===== config.mk =====
export PLATFORM = sky130hd
export DESIGN_NAME = multiword_add_seq
export DESIGN_NICKNAME = d
export VERILOG_FILES = /design/src/rtl/multiword_add_seq.sv
export SDC_FILE = /design/constraint.sdc
export NUM_CORES = 1
export LEC_CHECK = 0
export CELL_PAD_IN_SITES_DETAIL_PLACEMENT = 0
export CELL_PAD_IN_SITES_GLOBAL_PLACEMENT = 1
export CORE_UTILIZATION = 37
export DETAILED_ROUTE_END_ITERATION = 12
export GPL_TIMING_DRIVEN = 0
export PLACE_DENSITY_LB_ADDON = 0.1
export SYNTH_ARGS = -nofsm -noshare
export SYNTH_HDL_FRONTEND = slang
export SYNTH_SLANG_ARGS = --single-unit

===== constraint.sdc =====
create_clock -name Clk -period 4 [get_ports Clk]
set_input_delay 0.6 -clock Clk [delete_from_list [all_inputs] [get_ports Clk]]
set_output_delay 0.6 -clock Clk [all_outputs]
set_load 0.05 [all_outputs]

===== src/rtl/multiword_add_seq.sv =====
// -----------------------------------------------------------------------------
// multiword_add_seq
//   Adds or subtracts two WORDS*16-bit operands with one shared 16-bit
//   carry-select adder. The adder handles one word per clock, least
//   significant word first. A carry register links one word to the next.
//   A valid/ready handshake accepts the operands, and a second valid/ready
//   handshake returns the result.
//
// Ports
//   Clk        in   1          rising-edge clock
//   Rst_n      in   1          asynchronous active-low reset
//   In_valid   in   1          operands and op are valid this cycle
//   In_ready   out  1          high in IDLE only; new operation can be taken
//   Op         in   1          0 = X+Y+Cin, 1 = X-Y (Cin ignored)
//   Cin        in   1          carry-in for add
//   X, Y       in   WORDS*16   operands
//   Out_valid  out  1          result valid; held until Out_ready
//   Out_ready  in   1          consumer accepts the result
//   S          out  WORDS*16   result
//   Cout       out  1          add: carry out; sub: 1 = no borrow (X >= Y)
//   Ovf        out  1          signed overflow of the full-width result
// -----------------------------------------------------------------------------

// 16-bit carry-select adder. The upper byte is computed for both possible
// carry-ins, and the carry out of the low byte picks one of the two results.
module carry_select_adder (
    input  logic [15:0] a,
    input  logic [15:0] b,
    input  logic        cin,
    output logic [15:0] s,
    output logic        cout
);
    logic [8:0] lo_s;
    logic [8:0] hi0_s;
    logic [8:0] hi1_s;

    assign lo_s  = {1'b0, a[7:0]} + {1'b0, b[7:0]} + {8'd0, cin};
    assign hi0_s = {1'b0, a[15:8]} + {1'b0, b[15:8]};
    assign hi1_s = {1'b0, a[15:8]} + {1'b0, b[15:8]} + 9'd1;

    assign s    = {(lo_s[8] ? hi1_s[7:0] : hi0_s[7:0]), lo_s[7:0]};
    assign cout = lo_s[8] ? hi1_s[8] : hi0_s[8];
endmodule

module multiword_add_seq #(
    parameter int WORDS = 4
) (
    input  logic                  Clk,
    input  logic                  Rst_n,
    input  logic                  In_valid,
    output logic                  In_ready,
    input  logic                  Op,
    input  logic                  Cin,
    input  logic [WORDS*16-1:0]   X,
    input  logic [WORDS*16-1:0]   Y,
    output logic                  Out_valid,
    input  logic                  Out_ready,
    output logic [WORDS*16-1:0]   S,
    output logic                  Cout,
    output logic                  Ovf
);
    localparam int IDX_W = $clog2(WORDS);
    localparam logic [IDX_W-1:0] IDX_LAST = IDX_W'(WORDS - 1);

    typedef enum logic [1:0] {
        ST_IDLE = 2'd0,
        ST_RUN  = 2'd1,
        ST_DONE = 2'd2
    } state_t;

    state_t                  state_q, state_d;
    logic [WORDS-1:0][15:0]  x_q, x_d;
    logic [WORDS-1:0][15:0]  y_q, y_d;      // holds Y, or ~Y for subtract
    logic [WORDS-1:0][15:0]  s_q, s_d;
    logic [IDX_W-1:0]        idx_q, idx_d;
    logic                    carry_q, carry_d;
    logic                    in_ready_q, in_ready_d;
    logic                    out_valid_q, out_valid_d;
    logic                    cout_q, cout_d;
    logic                    ovf_q, ovf_d;

    logic [15:0]             add_s;
    logic                    add_cout;

    // The only arithmetic resource. Each cycle it takes the word that idx selects.
    carry_select_adder u_add (
        .a    (x_q[idx_q]),
        .b    (y_q[idx_q]),
        .cin  (carry_q),
        .s    (add_s),
        .cout (add_cout)
    );

    // Next-state and next-output logic for the IDLE/RUN/DONE sequencer.
    always_comb begin
        state_d     = state_q;
        x_d         = x_q;
        y_d         = y_q;
        s_d         = s_q;
        idx_d       = idx_q;
        carry_d     = carry_q;
        in_ready_d  = in_ready_q;
        out_valid_d = out_valid_q;
        cout_d      = cout_q;
        ovf_d       = ovf_q;

        case (state_q)
            ST_IDLE: begin
                if (In_valid && in_ready_q) begin
                    x_d        = X;
                    // Subtract is X + ~Y + 1, so the adder only ever adds.
                    y_d        = Op ? ~Y : Y;
                    carry_d    = Op ? 1'b1 : Cin;
                    idx_d      = {IDX_W{1'b0}};
                    in_ready_d = 1'b0;
                    state_d    = ST_RUN;
                end else begin
                    in_ready_d = 1'b1;
                end
            end
            ST_RUN: begin
                s_d[idx_q] = add_s;
                carry_d    = add_cout;
                if (idx_q == IDX_LAST) begin
                    cout_d      = add_cout;
                    // Operand signs are equal but the result sign differs.
                    ovf_d       = (x_q[WORDS-1][15] == y_q[WORDS-1][15]) &&
                                  (add_s[15] != x_q[WORDS-1][15]);
                    out_valid_d = 1'b1;
                    state_d     = ST_DONE;
                end else begin
                    idx_d = idx_q + IDX_W'(1);
                end
            end
            ST_DONE: begin
                if (Out_ready) begin
                    out_valid_d = 1'b0;
                    in_ready_d  = 1'b1;
                    state_d     = ST_IDLE;
                end else begin
                    out_valid_d = 1'b1;
                end
            end
            default: begin
                state_d     = ST_IDLE;
                in_ready_d  = 1'b1;
                out_valid_d = 1'b0;
            end
        endcase
    end

    // State and output registers. Reset clears them immediately, and any
    // partial result is lost.
    always_ff @(posedge Clk or negedge Rst_n) begin
        if (!Rst_n) begin
            state_q     <= ST_IDLE;
            x_q         <= '0;
            y_q         <= '0;
            s_q         <= '0;
            idx_q       <= {IDX_W{1'b0}};
            carry_q     <= 1'b0;
            in_ready_q  <= 1'b1;
            out_valid_q <= 1'b0;
            cout_q      <= 1'b0;
            ovf_q       <= 1'b0;
        end else begin
            state_q     <= state_d;
            x_q         <= x_d;
            y_q         <= y_d;
            s_q         <= s_d;
            idx_q       <= idx_d;
            carry_q     <= carry_d;
            in_ready_q  <= in_ready_d;
            out_valid_q <= out_valid_d;
            cout_q      <= cout_d;
            ovf_q       <= ovf_d;
        end
    end

    assign In_ready  = in_ready_q;
    assign Out_valid = out_valid_q;
    assign S         = s_q;
    assign Cout      = cout_q;
    assign Ovf       = ovf_q;
endmodule


==> reports/summary.txt <==
Final setup violation count = 0
Seq/Total Area, Yosys = 52.1%
Clock Pin Slew Worst Setup and Hold Paths = 0.06 ns
Number of synthesized flops with an enable pin = 0
Final Core Density = 52.0%
H-tree depth = 1
Rel. slew slack = 39.8%
DP HPWL = 20.1 mm
Root Driver = clkbuf_16
Synth Area per Inst = 11.6 um^2
Count of final hold-check violations = 0
Post-route ant nets = 0
Initial Utilization = 38.0%
Maximum number of buffers from clock root to sink = 3
Num CTS Buffers = 23
Post-route cell area = 13,200 um^2
TNS Setup = 0 ns
Total GRT Usage = 20.0%
Worst reg-to-reg path cell count = 13
Gr ovfl total = 0
Worst Setup Start Kind = flip-flop
Syn nets = 992
Vias in the first global route = 7,307
Ant diodes = 0
Core area = 25,400 um^2
TritonCTS clock tree = done
Slowest Stage Delay on Critical Path = 0.56 ns
Slew at the pin closest to its max-slew limit = 0.903 ns
Ys Warns = 0
Final cycle utilization of the critical path = 96.6%
Yosys cell types = 51
Tmin final = 3.87 ns
Die W = 164 um
Initial antenna violation count = 0
Placer congestion estimate = 0.740
Max Freq = 259 MHz
Non-Filler Instances = 1,423
Port Buffers = 200
Max cap viols = 0
Share of layout cells above drive strength 1 = 18.4%
Die height = 164 um
Crit-path cells = clkbuf_16, buf_12, mux4_2, ha_4, fa_2, a211oi_4, buf_4, o21a_1, o221ai_4, a31oi_1, or4b_4, a22oi_2, o211ai_1
Cell Area, Placed = 12,100 um^2
Total number of vias = 6,951
Global-route wire length before repair = 40.7 mm
Req. time, crit path = 4.38 ns
Max-slew violations = 0
Hold path depth = 2
Wire per inst = 18.3 um
Placed cells = 1,363
Full die area = 26,800 um^2
Mapped Cells = 831
Status = finished, final reports clean
Row Count = 58
Largest net degree at the start of global routing = 100
Top FF cell, synth = dfrtp_1
IO Count = 202
Critical Path End Type = flip-flop
Nets = 1,238
Clk_skew = 0.0106 ns
FFs w/ async S/R, synth = 100%
Total clock sinks = 201
Slowest CP cell = mux4_2
Total Wirelength = 26.0 mm
CP Max Fanout = 10
Initial drt markers = 334
Clk_lat worst skew = 0.50 ns
Vias per inst = 4.88
Worst setup path class = flip-flop to flip-flop
Critical Path AT = 4.24 ns
#FFs+latches synth = 201
P&R area growth vs syn = 36.6%
Pre-antenna DRT Iters = 4
Hold Path Class = flip-flop to flip-flop
DRC = 0
Synthesized cell area = 9660 um^2
==> path summary, 6_finish.rpt <==
kind	start	end	slack, ns
worst max-delay path	idx_q[0]	carry_q	0.13
worst min-delay path	S[44]	S[44]	0.48
worst max register to register	idx_q[0]	carry_q	0.13
worst min register to register	S[44]	S[44]	0.48
max in group asynchronous	Rst_n	y_q[26]	2.34
min in group asynchronous	Rst_n	S[21]	0.53
==> layer usage <==
metal / vias to the layer above / share of wire [%] / track usage [%] / routed length, um
met2: 183 / 48 / 34.2 / 12600
li1: 3389 / - / - / -
met4: 0 / 2.0 / 4.88 / 525
met1: 3344 / 45 / 27.0 / 11800
met5: - / 0 / 0 / 0
met3: 35 / 4.3 / 2.46 / 1130
==> synthesized netlist by cell type (all sizes together) (3+ instances only) <==
library cell | instances | area (um^2)
nor2b | 7 | 43.8
a211oi | 3 | 27.5
nor2 | 19 | 73.8
mux4 | 32 | 721
and3 | 3 | 20.0
xor2 | 6 | 52.6
o21ai | 118 | 591
mux2 | 80 | 901
a21o | 3 | 22.5
o211ai | 3 | 27.5
a21oi | 13 | 65.1
o31ai | 4 | 30.0
nand2 | 139 | 522
clkbuf | 40 | 151
and2 | 5 | 32.5
buf | 8 | 30.0
dfrtp | 200 | 5000
nand3 | 4 | 20.0
fa | 3 | 60.1
ha | 24 | 300
xnor2 | 71 | 622
inv | 14 | 52.6
==> kinds of logic after synthesis <==
kind of cell / Yosys count / share of synthesized area [%]
xor gates and xnor gates: 77 / 6.98
buffers and inverters: 62 / 2.42
AOI/OAI and AO/OA: 161 / 9.38
DFF: 201 / 52.1
and+or+nand+nor: 189 / 8.41
muxes: 114 / 17.0
adders and majority gates: 27 / 3.73
==> worst max-delay path: cells and delay by family (launching register included) <==
family	cells	cell delay (ns)
simple gates	1	0.49
compound gates	6	1.21
flops	1	0.39
mux	1	0.56
buf+inv	3	0.48
fa+ha+maj	2	0.59
==> state kept, by name, indices dropped and copies added, names as in the netlist <==
| name | count |
|---|---|
| S | 64 |
| x_q | 64 |
| y_q | 64 |
| idx_q | 2 |
| state_q | 2 |
| Cout | 1 |
| In_ready | 1 |
| Out_valid | 1 |
| Ovf | 1 |
| carry_q | 1 |
==> what timing repair did <==
item,in CTS,in global routing
gates resized for setup,28,14
pin swaps,4,6
hold endpoints to repair,27,0
hold buffers,1,0
endpoints found under the setup margin,43,18
buffers inserted,2,16
==> cell usage in the layout (no fill, tap or decap), types with 4 or more instances in the layout <==
master,instances
clkbuf_16,24
clkinv_2,5
buf_4,21
o31ai_1,4
inv_1,14
nor2_1,18
mux4_2,32
clkdlybuf4s50_1,199
nand2_1,139
ha_1,23
nand3_1,4
clkbuf_8,7
xnor2_1,70
clkbuf_1,35
dfrtp_1,200
nor2b_1,7
a21oi_1,11
buf_1,5
o21ai_0,116
mux2_2,80
and2_1,4
xor2_1,6
==> metrics by stage <==
stage | setup slack (ns) | hold slack, ns
finish | 0.135 | 0.477
CTS | 0.0186 | 0.482
global route | -0.00586 | 0.500
detailed placement | -0.860 | 0.461
global placement | -6.34 | 0.456
floorplan | 0.0367 | 0.304
==> area by class of cell <==
class / instances / area (um^2)
plain buffers: 48 / 245
repair buffers: 221 / 2210
multi-input cells: 568 / 4470
fillers: 2337 / 12200
clock inverters: 11 / 116
inverters: 14 / 52.6
flip-flops and latches: 201 / 5030
well taps: 330 / 413
clock buffers: 30 / 662
Power is left out: the tool's default activity adds up to more than one toggle a clock period on the data nets, which glitch-free logic cannot reach.
